$ cat src/rtl/approx_add_pkg.sv
// Shared definitions for the pipelined approximate adder.
// Holds the mode encoding and the lower-part-OR approximate sum function.
// The function works on a MAX_W-bit container. Callers zero-extend their
// operands into it and truncate the (MAX_W+1)-bit result to their own width.
package approx_add_pkg;

    localparam logic MODE_EXACT  = 1'b0;
    localparam logic MODE_APPROX = 1'b1;

    // Widest operand the helper function supports.
    localparam int unsigned MAX_W = 32;

    typedef logic [MAX_W:0] wide_sum_t;

    // Lower-part-OR adder. The low k bits are OR-ed. The upper part is an
    // exact add whose carry-in is a[k-1] & b[k-1]. k = 0 gives the exact sum.
    function automatic wide_sum_t approx_sum(
        input logic [MAX_W-1:0] a,
        input logic [MAX_W-1:0] b,
        input int unsigned      k
    );
        wide_sum_t a_w;
        wide_sum_t b_w;
        wide_sum_t lo_mask;
        wide_sum_t cin_w;
        wide_sum_t hi;
        a_w = wide_sum_t'(a);
        b_w = wide_sum_t'(b);
        if (k == 0) begin
            lo_mask = '0;
            cin_w   = '0;
        end else begin
            lo_mask = (wide_sum_t'(1) << k) - wide_sum_t'(1);
            // Bit k-1 of a&b, placed at weight 2^k as the upper carry-in.
            cin_w   = (((a_w & b_w) >> (k - 1)) & wide_sum_t'(1)) << k;
        end
        // Operands are zero above the caller's width, so the carry-out lands
        // in bit WIDTH of the caller's result.
        hi = (a_w & ~lo_mask) + (b_w & ~lo_mask) + cin_w;
        return hi | ((a_w | b_w) & lo_mask);
    endfunction

endpackage

$ cat src/rtl/approx_add_core.sv
// Combinational core of the approximate adder.
// It computes both the approximate sum and the exact sum, and returns the
// selected result together with the error against the exact sum.
// Ports:
//   a_i, b_i      operands (WIDTH bits)
//   mode_i        MODE_EXACT / MODE_APPROX
//   sum_c_o       selected sum (WIDTH+1 bits)
//   err_c_o       selected sum differs from the exact sum
//   abs_err_c_o   |approx - exact|; 0 in exact mode
module approx_add_core
    import approx_add_pkg::*;
#(
    parameter int unsigned WIDTH       = 8,
    parameter int unsigned APPROX_BITS = 3
) (
    input  logic [WIDTH-1:0] a_i,
    input  logic [WIDTH-1:0] b_i,
    input  logic             mode_i,
    output logic [WIDTH:0]   sum_c_o,
    output logic             err_c_o,
    output logic [WIDTH:0]   abs_err_c_o
);

    localparam int unsigned SW = WIDTH + 1;

    logic [WIDTH:0] exact_c;
    logic [WIDTH:0] approx_c;

    assign exact_c  = SW'(a_i) + SW'(b_i);
    assign approx_c = SW'(approx_sum(MAX_W'(a_i), MAX_W'(b_i), APPROX_BITS));

    // The approximation can land on either side of the exact sum.
    always_comb begin
        sum_c_o     = exact_c;
        abs_err_c_o = '0;
        if (mode_i == MODE_APPROX) begin
            sum_c_o = approx_c;
            if (approx_c >= exact_c) begin
                abs_err_c_o = approx_c - exact_c;
            end else begin
                abs_err_c_o = exact_c - approx_c;
            end
        end
    end

    assign err_c_o = (abs_err_c_o != '0);

endmodule

$ cat src/rtl/approx_adder_pipe.sv
// Two-stage pipelined approximate adder with a valid/ready stream interface
// and an in-line error statistics monitor.
// Ports:
//   clk, rst                  clock, asynchronous active-high reset
//   in_valid/in_ready         operand handshake (in_ready is combinational
//                             from out_ready only)
//   in_a, in_b, in_mode       operands and exact/approx select
//   out_valid/out_ready       result handshake
//   out_sum, out_err          result and "differs from exact" flag
//   clr_stats                 synchronous clear of the statistics
//   stat_total, stat_errs     delivered results / delivered with error (saturating)
//   stat_acc                  sum of absolute errors (saturating)
//   stat_max                  largest absolute error seen
module approx_adder_pipe
    import approx_add_pkg::*;
#(
    parameter int unsigned WIDTH       = 8,
    parameter int unsigned APPROX_BITS = 3,
    parameter int unsigned CNT_W       = 16,
    parameter int unsigned ACC_W       = 24
) (
    input  logic             clk,
    input  logic             rst,
    input  logic             in_valid,
    output logic             in_ready,
    input  logic [WIDTH-1:0] in_a,
    input  logic [WIDTH-1:0] in_b,
    input  logic             in_mode,
    output logic             out_valid,
    input  logic             out_ready,
    output logic [WIDTH:0]   out_sum,
    output logic             out_err,
    input  logic             clr_stats,
    output logic [CNT_W-1:0] stat_total,
    output logic [CNT_W-1:0] stat_errs,
    output logic [ACC_W-1:0] stat_acc,
    output logic [WIDTH:0]   stat_max
);

    localparam int unsigned AW1 = ACC_W + 1;

    // Stage 1: registered operands
    logic             s1_valid_q, s1_valid_d;
    logic [WIDTH-1:0] s1_a_q, s1_a_d;
    logic [WIDTH-1:0] s1_b_q, s1_b_d;
    logic             s1_mode_q, s1_mode_d;

    // Stage 2: registered result
    logic             s2_valid_q, s2_valid_d;
    logic [WIDTH:0]   s2_sum_q, s2_sum_d;
    logic             s2_err_q, s2_err_d;
    logic [WIDTH:0]   s2_abs_q, s2_abs_d;

    // Statistics
    logic [CNT_W-1:0] total_q, total_d;
    logic [CNT_W-1:0] errs_q, errs_d;
    logic [ACC_W-1:0] acc_q, acc_d;
    logic [WIDTH:0]   max_q, max_d;

    logic             s1_load_c;
    logic             s2_load_c;
    logic             xfer_c;
    logic [ACC_W:0]   acc_sum_c;
    logic [WIDTH:0]   core_sum_c;
    logic             core_err_c;
    logic [WIDTH:0]   core_abs_c;

    approx_add_core #(
        .WIDTH       (WIDTH),
        .APPROX_BITS (APPROX_BITS)
    ) u_core (
        .a_i         (s1_a_q),
        .b_i         (s1_b_q),
        .mode_i      (s1_mode_q),
        .sum_c_o     (core_sum_c),
        .err_c_o     (core_err_c),
        .abs_err_c_o (core_abs_c)
    );

    // Next-state for pipeline and statistics
    always_comb begin
        s1_valid_d = s1_valid_q;
        s1_a_d     = s1_a_q;
        s1_b_d     = s1_b_q;
        s1_mode_d  = s1_mode_q;
        s2_valid_d = s2_valid_q;
        s2_sum_d   = s2_sum_q;
        s2_err_d   = s2_err_q;
        s2_abs_d   = s2_abs_q;
        total_d    = total_q;
        errs_d     = errs_q;
        acc_d      = acc_q;
        max_d      = max_q;

        s2_load_c  = !s2_valid_q || out_ready;
        s1_load_c  = !s1_valid_q || s2_load_c;
        xfer_c     = s2_valid_q && out_ready;
        acc_sum_c  = AW1'(acc_q) + AW1'(s2_abs_q);

        if (s2_load_c) begin
            s2_valid_d = s1_valid_q;
            if (s1_valid_q) begin
                s2_sum_d = core_sum_c;
                s2_err_d = core_err_c;
                s2_abs_d = core_abs_c;
            end
        end

        if (s1_load_c) begin
            s1_valid_d = in_valid;
            if (in_valid) begin
                s1_a_d    = in_a;
                s1_b_d    = in_b;
                s1_mode_d = in_mode;
            end
        end

        // A clear takes priority over a coincident output transfer.
        if (clr_stats) begin
            total_d = '0;
            errs_d  = '0;
            acc_d   = '0;
            max_d   = '0;
        end else if (xfer_c) begin
            if (total_q != '1) begin
                total_d = total_q + CNT_W'(1);
            end
            if (s2_err_q && (errs_q != '1)) begin
                errs_d = errs_q + CNT_W'(1);
            end
            acc_d = acc_sum_c[ACC_W] ? '1 : acc_sum_c[ACC_W-1:0];
            if (s2_abs_q > max_q) begin
                max_d = s2_abs_q;
            end
        end
    end

    always_ff @(posedge clk or posedge rst) begin
        if (rst) begin
            s1_valid_q <= 1'b0;
            s1_a_q     <= '0;
            s1_b_q     <= '0;
            s1_mode_q  <= MODE_EXACT;
            s2_valid_q <= 1'b0;
            s2_sum_q   <= '0;
            s2_err_q   <= 1'b0;
            s2_abs_q   <= '0;
            total_q    <= '0;
            errs_q     <= '0;
            acc_q      <= '0;
            max_q      <= '0;
        end else begin
            s1_valid_q <= s1_valid_d;
            s1_a_q     <= s1_a_d;
            s1_b_q     <= s1_b_d;
            s1_mode_q  <= s1_mode_d;
            s2_valid_q <= s2_valid_d;
            s2_sum_q   <= s2_sum_d;
            s2_err_q   <= s2_err_d;
            s2_abs_q   <= s2_abs_d;
            total_q    <= total_d;
            errs_q     <= errs_d;
            acc_q      <= acc_d;
            max_q      <= max_d;
        end
    end

    // in_ready depends only on pipeline occupancy and out_ready.
    assign in_ready   = s1_load_c;
    assign out_valid  = s2_valid_q;
    assign out_sum    = s2_sum_q;
    assign out_err    = s2_err_q;
    assign stat_total = total_q;
    assign stat_errs  = errs_q;
    assign stat_acc   = acc_q;
    assign stat_max   = max_q;

endmodule

$ cat config.mk
export PLATFORM = sky130hd
export DESIGN_NAME = approx_adder_pipe
export DESIGN_NICKNAME = d
export VERILOG_FILES = /design/src/rtl/approx_add_pkg.sv /design/src/rtl/approx_add_core.sv /design/src/rtl/approx_adder_pipe.sv
export SDC_FILE = /design/constraint.sdc
export NUM_CORES = 1
export LEC_CHECK = 0
export BUFFER_PORTS_ARGS = -buffer_cell sky130_fd_sc_hd__buf_4
export CORE_MARGIN = 2
export CORE_UTILIZATION = 50
export CTS_BUF_LIST = sky130_fd_sc_hd__clkbuf_2 sky130_fd_sc_hd__clkbuf_4 sky130_fd_sc_hd__clkbuf_8
export CTS_CLUSTER_DIAMETER = 60
export CTS_CLUSTER_SIZE = 14
export DETAILED_ROUTE_END_ITERATION = 7
export PLACE_DENSITY = 0.77
export REMOVE_ABC_BUFFERS = 1
export SLEW_MARGIN = 20
export SYNTH_ARGS = -nofsm -noshare
export SYNTH_HDL_FRONTEND = slang
export SYNTH_SLANG_ARGS = --single-unit
$ cat constraint.sdc
create_clock -name clk -period 3.83 [get_ports clk]
set_clock_uncertainty 0.15 [all_clocks]
set_input_delay 0 -clock clk [delete_from_list [all_inputs] [get_ports clk]]
set_output_delay 0 -clock clk [all_outputs]
set_load 0.005 [all_outputs]
==> After elaboration in Yosys (flattened, before gate mapping) <==
Cells that the tools add are included.
{ "totals": {"out_inout_bits": 77, "latch_bits": 0, "elab_cells": 58, "mem_bits_ro": 0, "ram_bits": 0, "n_memories": 0, "inputBits": 22, "ff_bits": 103} }
{ "op_classes": {"eq_ne": 2, "n_mul": 0, "div_mod_pow": 0, "n_bitwise": 3, "n_reduce_logical": 16, "shifts": 0, "mux": 15, "n_lt_le_gt_ge": 2, "add_sub_neg": 8} }
{ "op_table": {"columns": ["cell", "n"], "rows": [
  ["$mux W16", 6],
  ["$mux W24", 3],
  ["$mux W9", 6],
  ["$add A16 B1 Y16 const B", 2],
  ["$ne A16 B16 Y1 const B", 2],
  ["$add A24 B9 Y25", 1],
  ["$add A8 B8 Y9", 2],
  ["$sub A9 B9 Y9", 2],
  ["$reduce_and A2 Y1", 5],
  ["$add A9 B4 Y9", 1],
  ["$ge A9 B9 Y1", 1],
  ["$gt A9 B9 Y1", 1],
  ["$or A9 B3 Y9", 1],
  ["$reduce_bool A9 Y1", 1],
  ["$reduce_bool A2 Y1", 4],
  ["$and A3 B3 Y3", 1],
  ["$or A3 B3 Y3", 1],
  ["$logic_and A1 B1 Y1", 2],
  ["$logic_not A1 Y1", 2],
  ["$logic_or A1 B1 Y1", 2]
]} }

==> Logic depth before layout (Yosys ltp) <==
{ "depth": {"depth_word": 7, "mapped_depth": 18, "mapped_depth_nobuf": 17} }

==> Modules after synthesis <==
A second synthesis with hierarchy kept.
{ "unflattened": {"cells_unflattened": 718, "hier_area_um2": 6916.6} }
{ "by_module_without_submodules": {"columns": ["mod", "area_each_um2", "cells_per_inst", "seq_area_each_um2", "n_inst"], "rows": [
  ["approx_adder_pipe", 5321.4, 498, 2577.5, 1],
  ["approx_add_core", 1595.3, 220, 0.0, 1]
]} }

==> Worst setup path after synthesis <==
Ideal clock, no wire load.
{ "synth_path": {"path_type": "reg-to-reg", "start": "register s1_a_q[2]", "end": "register s2_err_q, in the netlist out_err", "path_stages_with_launch": 19, "period_less_slack_ns": 4.122, "arrival_time_ns": 3.840, "required_time_ns": 3.549, "setup_time_ns": 0.131, "path_buffers": 1, "setup_slack_ns": -0.292, "cell_sequence": "dfrtp_1 ha_1 inv_1 fa_1 inv_1 ha_1 fa_1 a21o_1 a21oi_1 xnor2_1 ha_1 and4_4 a221o_1 a211oi_2 buf_6 mux2i_1 a2111o_1 a2111oi_2 a21oi_1"} }
{ "synth_via": {"elab_chain_cells": 7, "word_cells_on_any_way": 11, "cone_classes": "4 x add/sub; 1 x order compare; 2 x mux; 3 x bitwise; 1 x reduce/logical"} }
{ "synth_rtl": {"columns": ["item", "line_no", "text"], "rows": [
  ["start, declared", "approx_adder_pipe.sv:44", "logic [WIDTH-1:0] s1_a_q, s1_a_d;"],
  ["start signal, assigned", "approx_adder_pipe.sv:141", "s1_a_q <= '0;"],
  ["start signal, assigned", "approx_adder_pipe.sv:154", "s1_a_q <= s1_a_d;"],
  ["$and A3 B3 Y3", "approx_add_pkg.sv:35", "cin_w = (((a_w & b_w) >> (k - 1)) & wide_sum_t'(1)) << k;"],
  ["$add A9 B4 Y9", "approx_add_pkg.sv:39", "hi = (a_w & ~lo_mask) + (b_w & ~lo_mask) + cin_w;"],
  ["$or A9 B3 Y9", "approx_add_pkg.sv:40", "return hi | ((a_w | b_w) & lo_mask);"],
  ["$sub A9 B9 Y9, or another cell as far along", "approx_add_core.sv:41", "abs_err_c_o = exact_c - approx_c;"],
  ["$mux W9 *", "approx_add_core.sv:38", "if (approx_c >= exact_c) begin"],
  ["$mux W9 *", "approx_add_core.sv:36", "if (mode_i == MODE_APPROX) begin"],
  ["$reduce_bool A9 Y1 *", "approx_add_core.sv:46", "assign err_c_o = (abs_err_c_o != '0);"],
  ["end signal, assigned", "approx_adder_pipe.sv:159", "s2_err_q <= s2_err_d;"],
  ["end, declared", "approx_adder_pipe.sv:51", "logic s2_err_q, s2_err_d;"]
]} }
Mark *: on every way between the ends. The rest lies on a longest branch, timed or not.
A chain may end at the register's enable or synchronous reset.

==> Worst setup path after layout <==
Ends and elaborated chain as after synthesis.

==> reports/results.ini <==
[clock_network]
numCtsBuffers = 9
clk_path_buf_depth = 2
worstSkewPairLatency_ns = 0.40
clock_sinks = 103
cts_tree = built
clk_pin_slew_ns = 0.10
htreeDepth = 3
root_buffer = clkbuf_8

[cells_and_area]
layout-drive-gt1-share_pct = 27.09
fin_nets = 1002
syn_to_final_growth_pct = 29.90
fin_area_um2 = 8763
diodes = 0

[floorplanning]
die_w_um = 120.2
rows = 42
die_area_um2 = 14440
core_area_um2 = 13190
io_pins = 99
die_h_um = 120.2
start_util_pct = 51.15

[worst_setup_path]
cp_max_fo = 3
reg2regPathDepth = 20
path_class = register to register
regToRegEndpoint = out_err
cp.arrival_ns = 4.32
reg2reg_setup_slack_ns = -0.36
cp.required_ns = 3.95
r2r-start = s1_a_q[2]
start_kind = register
end_kind = register

[timing]
finalSetupViolCount = 7
fmax_ghz = 0.2385
finalHoldViolCount = 0
max_slew_margin_pct = 46.62
slew_violations = 0
setup_tns_ns = -1.600
rsz0062_at_grt = true
fin_ws_ns = -0.3631
finalCritPeriodShare_pct = 109.5
worst_pin_slew_ns = 0.7920
fin_crit_ns = 4.193

[worst_hold_path]
hold_class = input port to async pin

[global_route]
gr-usage-all-layers_pct = 23.28
top_usage_layer = met2
grt_pass1_wl_um = 27250
grt_max_degree = 82
grt_pass1_vias = 5744
antenna_found_initial = 0
met2_usage_pct = 41.12
grtUsageMet3_pct = 5.181
grt_util_met1_pct = 29.59
grt-ovfl-total = 0

[routing]
via_count = 6003
drc = 0
postRouteWirelength_um = 16220
ant_nets = 0
drtPass1Iterations = 5
viasPerCell = 5.462
drt-wirelength-per-cell_um = 14.76
drt_iter0_markers = 426

[pwr]
switching_share_pct = 40.04
combPwrFrac_pct = 63.3
power.share.clock_pct = 12.9
p_switching_w = 0.002297
power_density_nw_per_um2 = 654.6
p_int_w = 0.003440
pwr-share-seq_pct = 23.8
leakagePower_nw = 4.164
power_w = 0.005736
ir_worst_vdd_mv = 0.4749

[synthesis]
synth_edf_count = 0
synth_seq_area_share_pct = 38.20
synth.distinct_cells = 58
ys_warn_count = 0
ys.flop_type = dfrtp_1
postSynth.asyncResetShare_pct = 100.0
syn_area_um2 = 6746
netlist_instances = 737
synth_seq_cells = 103
postSynthAreaPerCell_um2 = 9.154

[placed_design]
globalplace.congestion = 0.9026
place_hpwl_um = 11400
io_buffers = 98
place_area_um2 = 8098

[status]
status = finished with violations
violations = negative setup slack

[flow_run]
max_cap_violations = 0

-- cells in the final DEF (no fill, tap or decap), drive strengths merged, types with 9 or more instances in the layout --
| cell | count |
|---|---|
| o21ai | 48 |
| a21o | 9 |
| a211oi | 12 |
| mux2i | 12 |
| xnor2 | 26 |
| nor3 | 20 |
| inv | 61 |
| dlygate4sd3 | 22 |
| nand2 | 67 |
| nand3 | 25 |
| buf | 175 |
| nand2b | 10 |
| dfrtp | 103 |
| nand4 | 11 |
| mux2 | 19 |
| fa | 9 |
| xor2 | 18 |
| a21oi | 46 |
| and4 | 9 |
| nor2 | 66 |
| clkbuf | 11 |
| ha | 53 |
-- area by class of cell --
type / count / area, um2
clock buffer: 11 / 145.1
clock inverter: 5 / 63.81
fill: 1037 / 4427
inverter: 59 / 226.5
multi-input combinational: 548 / 3974
sequential: 103 / 2577
tap: 176 / 220.2
timing repair buffer: 197 / 1556
-- worst max path at each step --
stage                     startpoint  endpoint  slack, ns  depth (start not counted)
after floorplan            s1_a_q[2]   out_err      -0.61                         17
after global placement     s1_a_q[2]   out_err      -0.45                         18
after detailed placement   s1_a_q[2]   out_err      -0.49                         18
after CTS                  s1_a_q[2]   out_err      -0.32                         17
after global routing       s1_b_q[2]   out_err      -0.61                         20
final                      s1_a_q[2]   out_err      -0.36                         20
-- registers in the layout, summed over array words and instances (netlist names), 8 cells and up --
signal / flops
out_sum: 9
s1_a_q: 8
s1_b_q: 8
s2_abs_q: 9
stat_acc: 24
stat_errs: 16
stat_max: 9
stat_total: 16
-- Yosys cell counts (10+ instances only) --
| library cell | number | area [um2] |
|---|---|---|
| nand3_1 | 25 | 125.1 |
| mux2i_1 | 12 | 120.1 |
| a21oi_1 | 46 | 230.2 |
| xor2_1 | 18 | 157.7 |
| nand4_1 | 11 | 68.82 |
| inv_1 | 59 | 221.5 |
| clkbuf_1 | 20 | 75.07 |
| nor3_1 | 20 | 100.1 |
| ha_1 | 53 | 663.1 |
| nor2_1 | 66 | 247.7 |
| dfrtp_1 | 103 | 2577 |
| xnor2_1 | 26 | 227.7 |
| nand2b_1 | 10 | 62.56 |
| a211oi_1 | 11 | 82.58 |
| nand2_1 | 67 | 251.5 |
| mux2_2 | 19 | 214.0 |
| o21ai_0 | 48 | 240.2 |
-- critical path, stage by stage, from the launching register on --
cell	delay [ns]
dfrtp_1	0.39
ha_2	0.20
inv_2	0.05
fa_2	0.20
inv_2	0.05
ha_4	0.15
fa_2	0.34
a21o_1	0.17
a21oi_2	0.17
xnor2_2	0.15
ha_1	0.27
buf_4	0.14
buf_4	0.12
nand2_2	0.07
nor3_2	0.06
buf_4	0.13
a211o_2	0.33
a41o_1	0.24
a2111o_1	0.39
a2111oi_4	0.21
a21oi_1	0.11
-- layer usage --
metal	wire [um]	share of wire, %	vias to the layer above
met2	8198	51	124
met3	663	4.1	17
met5	0	0	-
li1	-	-	2956
met1	7197	44	2906
met4	160	0.99	0
-- stage by stage --
| stage | hold slack, ns | instances | setup WS (ns) | util [%] |
|---|---|---|---|---|
| floorplan | -0.08686 | 710 | -0.6103 | - |
| global placement | 0.06059 | 1052 | -0.4455 | 61.39 |
| detailed placement | 0.06320 | 1052 | -0.4900 | 61.39 |
| CTS | 0.1925 | 1098 | -0.3226 | 65.77 |
| global route | 0.2070 | 1099 | -0.6069 | 66.44 |
| finish | 0.1316 | 1099 | -0.3631 | 66.44 |
-- cells by family (layout without fill, tap and decap cells) --
kind of cell,after synthesis,after routing,synth area share (%)
AO/OA/AOI/OAI,165,165,15.86
multiplexers,31,31,4.952
buffers and inverters,86,272,5.026
flip-flops,103,103,38.20
AND/OR/NAND/NOR,246,246,17.75
XOR/XNOR,44,44,5.712
adder cells (fa/ha/maj),62,62,12.50
-- repair_timing --
item,in CTS,in global routing
gates resized for setup,24,19
pin swaps,16,17
gates cloned,1,0
endpoints found under the hold margin,137,0
setup buffers,7,2
setup endpoints to repair,9,9
hold buffers,22,0
-- power groups by stage --
stage               Combinational (W)  Sequential (W)  Clock [W]
global placement              0.00300         0.00138          0
global route                  0.00399         0.00138   0.000799
detailed placement            0.00304         0.00139          0
CTS                           0.00335         0.00136   0.000761
floorplan                     0.00182         0.00136          0
finish                        0.00363         0.00136   0.000739
Note: power is estimated with default switching activity, not from simulation.
